File: config.mk
export PLATFORM = sky130hd
export DESIGN_NAME = pokey_pot_scanner
export DESIGN_NICKNAME = d
export VERILOG_FILES = /design/src/rtl/pokey_pkg.sv /design/src/rtl/pokey_pot_channel.sv /design/src/rtl/pokey_pot_scanner.sv
export SDC_FILE = /design/constraint.sdc
export NUM_CORES = 1
export LEC_CHECK = 0
export ABC_AREA = 1
export BUFFER_PORTS_ARGS = -buffer_cell sky130_fd_sc_hd__buf_2
export CAP_MARGIN = 20
export CORE_MARGIN = 1.5
export CORE_UTILIZATION = 64
export CTS_CLUSTER_DIAMETER = 150
export CTS_CLUSTER_SIZE = 25
export DETAILED_ROUTE_END_ITERATION = 8
export PLACE_DENSITY = 0.85
export SLEW_MARGIN = 20
export SYNTH_ARGS = -nofsm -noshare
export SYNTH_HDL_FRONTEND = slang
export SYNTH_SLANG_ARGS = --single-unit
File: constraint.sdc
create_clock -name o2 -period 8.7 [get_ports o2]
set_input_delay 0.435 -clock o2 [delete_from_list [all_inputs] [get_ports o2]]
set_output_delay 0.435 -clock o2 [all_outputs]
set_load 0.005 [all_outputs]
File: src/rtl/pokey_pkg.sv
// pokey_pkg: shared types and constants for the POKEY pot scanner.
// Imported by the channel and scanner modules.
package pokey_pkg;

    typedef enum logic [1:0] {
        IDLE = 2'd0,
        DUMP = 2'd1,
        SCAN = 2'd2
    } pot_state_e;

    localparam int POT_MAX_COUNT = 228;

    // ALLPOT sits directly after the last POTn register
    function automatic int allpot_addr(input int num_pots);
        return num_pots;
    endfunction

endpackage

File: src/rtl/pokey_pot_channel.sv
// pokey_pot_channel: one pot input with synchroniser, POT latch
// and still-counting flag.
module pokey_pot_channel
    import pokey_pkg::*;
#(
    parameter int CNT_W     = 8,
    parameter int MAX_COUNT = POT_MAX_COUNT
) (
    input  logic             o2,
    input  logic             reset,
    input  logic             i_pin,
    input  logic             i_scan,
    input  logic             i_clear,
    input  logic             i_term,
    input  logic [CNT_W-1:0] i_count,
    output logic [CNT_W-1:0] o_pot,
    output logic             o_active
);

    logic             r_sync1;
    logic             r_sync2;
    logic [CNT_W-1:0] r_pot;
    logic             r_active;
    logic             w_capture;

    assign w_capture = i_scan & r_active & r_sync2;
    assign o_pot     = r_pot;
    assign o_active  = r_active;

    // bring the asynchronous comparator output into the o2 domain
    always_ff @(posedge o2 or posedge reset) begin
        if (reset) begin
            r_sync1 <= 1'b0;
            r_sync2 <= 1'b0;
        end else begin
            r_sync1 <= i_pin;
            r_sync2 <= r_sync1;
        end
    end

    // first threshold crossing wins over the terminal tick
    always_ff @(posedge o2 or posedge reset) begin
        if (reset) begin
            r_pot    <= '0;
            r_active <= 1'b0;
        end else if (i_clear) begin
            r_pot    <= '0;
            r_active <= 1'b1;
        end else if (w_capture) begin
            r_pot    <= i_count;
            r_active <= 1'b0;
        end else if (i_term && r_active) begin
            r_pot    <= CNT_W'(MAX_COUNT);
            r_active <= 1'b0;
        end
    end

endmodule

File: src/rtl/pokey_pot_scanner.sv
// pokey_pot_scanner: POTGO-driven dump/scan sequencer, shared
// counter and register read mux for NUM_POTS pot channels.
module pokey_pot_scanner
    import pokey_pkg::*;
#(
    parameter  int NUM_POTS    = 8,
    parameter  int CNT_W       = 8,
    parameter  int MAX_COUNT   = POT_MAX_COUNT,
    parameter  int DUMP_CYCLES = 2,
    localparam int ADDR_W      = $clog2(NUM_POTS) + 1
) (
    input  logic                o2,
    input  logic                reset,
    input  logic [NUM_POTS-1:0] pot_in,
    input  logic                line_strobe,
    input  logic                fast_mode,
    input  logic                potgo_wr,
    input  logic [ADDR_W-1:0]   rd_addr,
    output logic [CNT_W-1:0]    data_out,
    output logic [NUM_POTS-1:0] allpot,
    output logic [NUM_POTS-1:0] pot_dump,
    output logic                scan_busy,
    output logic                scan_done
);

    localparam int TMR_W = $clog2(DUMP_CYCLES) + 1;
    localparam logic [TMR_W-1:0] DUMP_LAST = TMR_W'(DUMP_CYCLES - 1);
    localparam logic [CNT_W-1:0] CNT_MAX   = CNT_W'(MAX_COUNT);

    pot_state_e         r_state;
    pot_state_e         w_state_nxt;
    logic [CNT_W-1:0]   r_count;
    logic [TMR_W-1:0]   r_timer;
    logic               r_fast;
    logic               r_done;
    logic               w_done;
    logic               w_scan;
    logic               w_tick;
    logic               w_term;
    logic               w_all_clear;
    logic [NUM_POTS-1:0] w_allpot;
    logic [CNT_W-1:0]   w_pot [NUM_POTS];
    logic [CNT_W-1:0]   w_data;

    assign w_scan      = (r_state == SCAN);
    assign w_tick      = r_fast | line_strobe;
    assign w_term      = w_scan & w_tick & (r_count == CNT_MAX);
    assign w_all_clear = (w_allpot == '0);

    for (genvar g = 0; g < NUM_POTS; g++) begin : g_chan
        pokey_pot_channel #(
            .CNT_W     (CNT_W),
            .MAX_COUNT (MAX_COUNT)
        ) u_chan (
            .o2       (o2),
            .reset    (reset),
            .i_pin    (pot_in[g]),
            .i_scan   (w_scan),
            .i_clear  (potgo_wr),
            .i_term   (w_term),
            .i_count  (r_count),
            .o_pot    (w_pot[g]),
            .o_active (w_allpot[g])
        );
    end

    // sequencer state register
    always_ff @(posedge o2 or posedge reset) begin
        if (reset) begin
            r_state <= IDLE;
        end else begin
            r_state <= w_state_nxt;
        end
    end

    // POTGO always restarts; scan ends on terminal tick or when all captured
    always_comb begin
        w_state_nxt = r_state;
        w_done      = 1'b0;
        if (potgo_wr) begin
            w_state_nxt = DUMP;
        end else begin
            unique case (r_state)
                IDLE: w_state_nxt = IDLE;
                DUMP: begin
                    if (r_timer == DUMP_LAST) begin
                        w_state_nxt = SCAN;
                    end
                end
                SCAN: begin
                    if (w_term || w_all_clear) begin
                        w_state_nxt = IDLE;
                        w_done      = 1'b1;
                    end
                end
                default: w_state_nxt = IDLE;
            endcase
        end
    end

    // shared scan counter, dump timer and latched tick mode
    always_ff @(posedge o2 or posedge reset) begin
        if (reset) begin
            r_count <= '0;
            r_timer <= '0;
            r_fast  <= 1'b0;
        end else if (potgo_wr) begin
            r_count <= '0;
            r_timer <= '0;
            r_fast  <= fast_mode;
        end else begin
            if (r_state == DUMP) begin
                r_timer <= r_timer + 1'b1;
            end
            if (w_scan && w_tick && r_count != CNT_MAX) begin
                r_count <= r_count + 1'b1;
            end
        end
    end

    // end-of-scan pulse, suppressed when POTGO aborts
    always_ff @(posedge o2 or posedge reset) begin
        if (reset) begin
            r_done <= 1'b0;
        end else begin
            r_done <= w_done;
        end
    end

    // register read mux; unmapped addresses read zero
    always_comb begin
        w_data = '0;
        for (int i = 0; i < NUM_POTS; i++) begin
            if (rd_addr == ADDR_W'(i)) begin
                w_data = w_pot[i];
            end
        end
        if (rd_addr == ADDR_W'(allpot_addr(NUM_POTS))) begin
            w_data[NUM_POTS-1:0] = w_allpot;
        end
    end

    assign data_out  = w_data;
    assign allpot    = w_allpot;
    assign pot_dump  = {NUM_POTS{~w_scan}};
    assign scan_busy = (r_state != IDLE);
    assign scan_done = r_done;

endmodule
==> results.md <==
- Setup Buffers After CTS: 0
- Clk slew on worst S/H paths: 0.10 ns
- Sequential fraction of the synthesis area: 51.5%
- I/O pins: 43
- R2R setup slack: 6.61 ns
- Vias: 4332
- Reg2Reg Launch Point: r_count[5]
- Chip width: 91.0 um
- Multi-input combinational cell area: 2020 um^2
- Largest net degree at the start of global routing: 70
- Post-route setup slack: 6.09 ns
- Status: complete, no violations
- Initial antenna violation count: 0
- Vias in the first global route: 4250
- Setup_tns: 0 ns
- Final setup vio count: 0
- Leakage power: 2.65 nW
- Final Max Slew Viols: 0
- Number of port buffers: 42
- Drt pass-1 iters: 6
- N_diodes: 0
- Via density: 5.81
- Clock Path Buffers: 2
- Cts bufs inserted: 9
- Hold WC Path Type: input pin to async pin
- Share of post-route cells with drive strength above 1: 15.3%
- Crit Path Max Fanout: 15
- Area Growth Syn to Fin: 7.90%
- Final min period: 2.61 ns
- Asr flop ratio synth: 100%
- Die area: 8290 um^2
- RSZ-0062 raised after global routing: false
- FF-to-FF path depth: 8
- CTS Root Cell: clkbuf_8
- Hold-fix buffers, CTS: 0
- Placement Setup Slack: 6.16 ns
- CP Capture Type: output pin
- Max-Cap Viols: 0
- Layout Skew: 0.0121 ns
- GPL Wtd Cong: 1.08
- Total GRT Usage: 33.6%
- Syn nets: 636
- Synth cell types: 31
- Highest Signal Layer: met4
- Post-synth EDFFs: 0
- Nets@finish: 661
- GR Overflow Total: 0
- Met1 WL: 5260 um
- Initial DRC Count: 404
- Power Dens Cells: 180 nW/um^2
- Initial core utilization: 67.3%
- Critical Path RT: 8.27 ns
- Number of fillers in the final layout: 589
- Final worst-path cycle share: 30.0%
- Arr. time, crit path: 2.17 ns
- Clk_lat worst skew: 0.38 ns
- TritonCTS clock tree: built
- Final Hold Viols: 0
- Detail Route Antenna Nets: 0
- Core Region: 7370 um^2
- F_max: 383 MHz
- Avg Inst Size Synth: 8.05 um^2
- DRC viols: 0
- PostCTS Resize Cnt: 0
- Drt wl/cell: 17.1 um
- Critical R2R Capture: g_chan[3].u_chan.o_pot[2]
- Slew @ Worst Pin: 1.04 ns
- DIE HEIGHT: 91.0 um
- Number of synthesis warnings: 0
- Syn Inst Count: 616
- Worst vdd ir: 135 uV
- Slew headroom: 30.5%
- Met3 Routed Length: 1130 um
- Clk sinks: 102
- Sequential cell area: 2550 um^2
- Post-synth top flop: dfrtp_1
- Yosys reg bits: 102
- First-pass GRT wire length: 21400 um
- CP endpoint: data_out[5]
- H-tree levels: 3
- Worst setup startpoint: rd_addr[2]
- Row count: 31
- Cell Area, Synth: 4960 um^2
- WL met2: 5950 um
- WS Path Type: input pin to output pin
- CP Launch Type: input pin
- Total Wirelength: 12700 um
- DP HPWL: 8910 um
[worst min-delay path by stage]
stage                          endpoint                startpoint  slack [ns]  cells past startpoint
3_3_place_gp   g_chan[3].u_chan.r_sync2  g_chan[3].u_chan.r_sync1        0.33                      0
2_1_floorplan  g_chan[0].u_chan.r_sync2  g_chan[0].u_chan.r_sync1        0.33                      0
6_report                     r_state[0]                     reset        0.05                      2
3_5_place_dp   g_chan[3].u_chan.r_sync2  g_chan[3].u_chan.r_sync1        0.34                      0
4_1_cts                      r_state[0]                     reset        0.05                      2
5_1_grt                      r_state[0]                     reset        0.07                      2
[cell usage in the layout, fill, tap and decap left out, types with 3 or more instances in the layout]
master    instances
a21oi_1           7
a31oi_1           8
buf_2            42
clkbuf_8          9
dfrtp_1         102
ha_1              3
inv_1            41
inv_2             9
inv_4             3
inv_6             3
nand2_1         145
nand2_2           9
nand2_4           8
nand3_1          69
nand4_1          11
nor2_1           99
nor2_2            4
o21ai_0          24
o21ai_1          28
xor2_1            3
[synth_stat cells (2+ instances only)]
| cell | instances | area share (%) |
|---|---|---|
| nand4_1 | 11 | 1.4 |
| o21ai_1 | 28 | 2.8 |
| nor4_1 | 2 | 0.25 |
| ha_1 | 3 | 0.76 |
| nand2_2 | 9 | 1.1 |
| xor2_1 | 3 | 0.53 |
| buf_4 | 15 | 2.3 |
| nand2_1 | 145 | 11 |
| inv_1 | 42 | 3.2 |
| nand3_1 | 69 | 7.0 |
| a31oi_1 | 8 | 1.0 |
| inv_4 | 2 | 0.25 |
| clkbuf_1 | 11 | 0.83 |
| dfrtp_1 | 102 | 51 |
| o22ai_1 | 2 | 0.25 |
| nor2_2 | 4 | 0.50 |
| inv_2 | 9 | 0.68 |
| a21oi_1 | 7 | 0.71 |
| nand2_4 | 8 | 1.8 |
| nor3_1 | 2 | 0.20 |
| nor2_1 | 99 | 7.5 |
| o21ai_0 | 24 | 2.4 |
| nor3_2 | 2 | 0.40 |
| buf_2 | 2 | 0.20 |
[routing by layer]
| layer | up-vias | global-route usage, % |
|---|---|---|
| li1 | 2019 | - |
| met5 | - | 0 |
| met1 | 2046 | 45.8 |
| met4 | 0 | 12.2 |
| met3 | 41 | 6.37 |
| met2 | 226 | 53.6 |
[critical path, cell delays in order]
cell     delay, ns
buf_2         0.11
inv_2         0.04
nor2_2        0.23
inv_2         0.08
nor2_1        0.79
a21oi_1       0.09
nand4_1       0.16
nand2_1       0.07
nand2_1       0.05
buf_2         0.11
[metrics by stage]
step                      util (%)  hold WS, ns  instance area, um^2  cells  total power (W)
after floorplan                  -        0.331                 4960    616         0.000611
after CTS                     72.6       0.0489                 5350    745         0.000968
final                         72.6       0.0459                 5350    745         0.000965
after detailed placement      69.6        0.336                 5130    729         0.000647
after global placement        69.5        0.334                 5120    728         0.000641
after global routing          72.6       0.0695                 5350    745          0.00101
[power breakdown]
part / internal [W] / switching, W
logic: 0.0000368 / 0.0000773
registers: 0.000502 / 0.0000224
clock network: 0.000143 / 0.000184
[kinds of logic after synthesis]
family / synth area share, %
flip-flops: 51.5
buffers and inverters: 7.72
adder cells (fa/ha/maj): 0.757
AO/OA/AOI/OAI: 7.54
XOR/XNOR: 0.530
AND/OR/NAND/NOR: 32.0
[state kept, by name, summed over array words and instances, names as in the netlist]
register,flops
g_chan.u_chan.r_sync1,8
g_chan.u_chan.o_pot,64
r_timer,2
r_state,2
r_count,8
g_chan.u_chan.o_active,8
g_chan.u_chan.r_sync2,8
r_fast,1
scan_done,1
[final cells by class]
cell class,count,share of cell area (%)
clock buffer,9,2.31
sequential,102,47.7
tap,99,2.31
clock inverter,7,1.78
multi-input combinational,431,37.8
inverter,53,3.86
timing repair buffer,44,4.21
(Power assumes the default switching activity.)
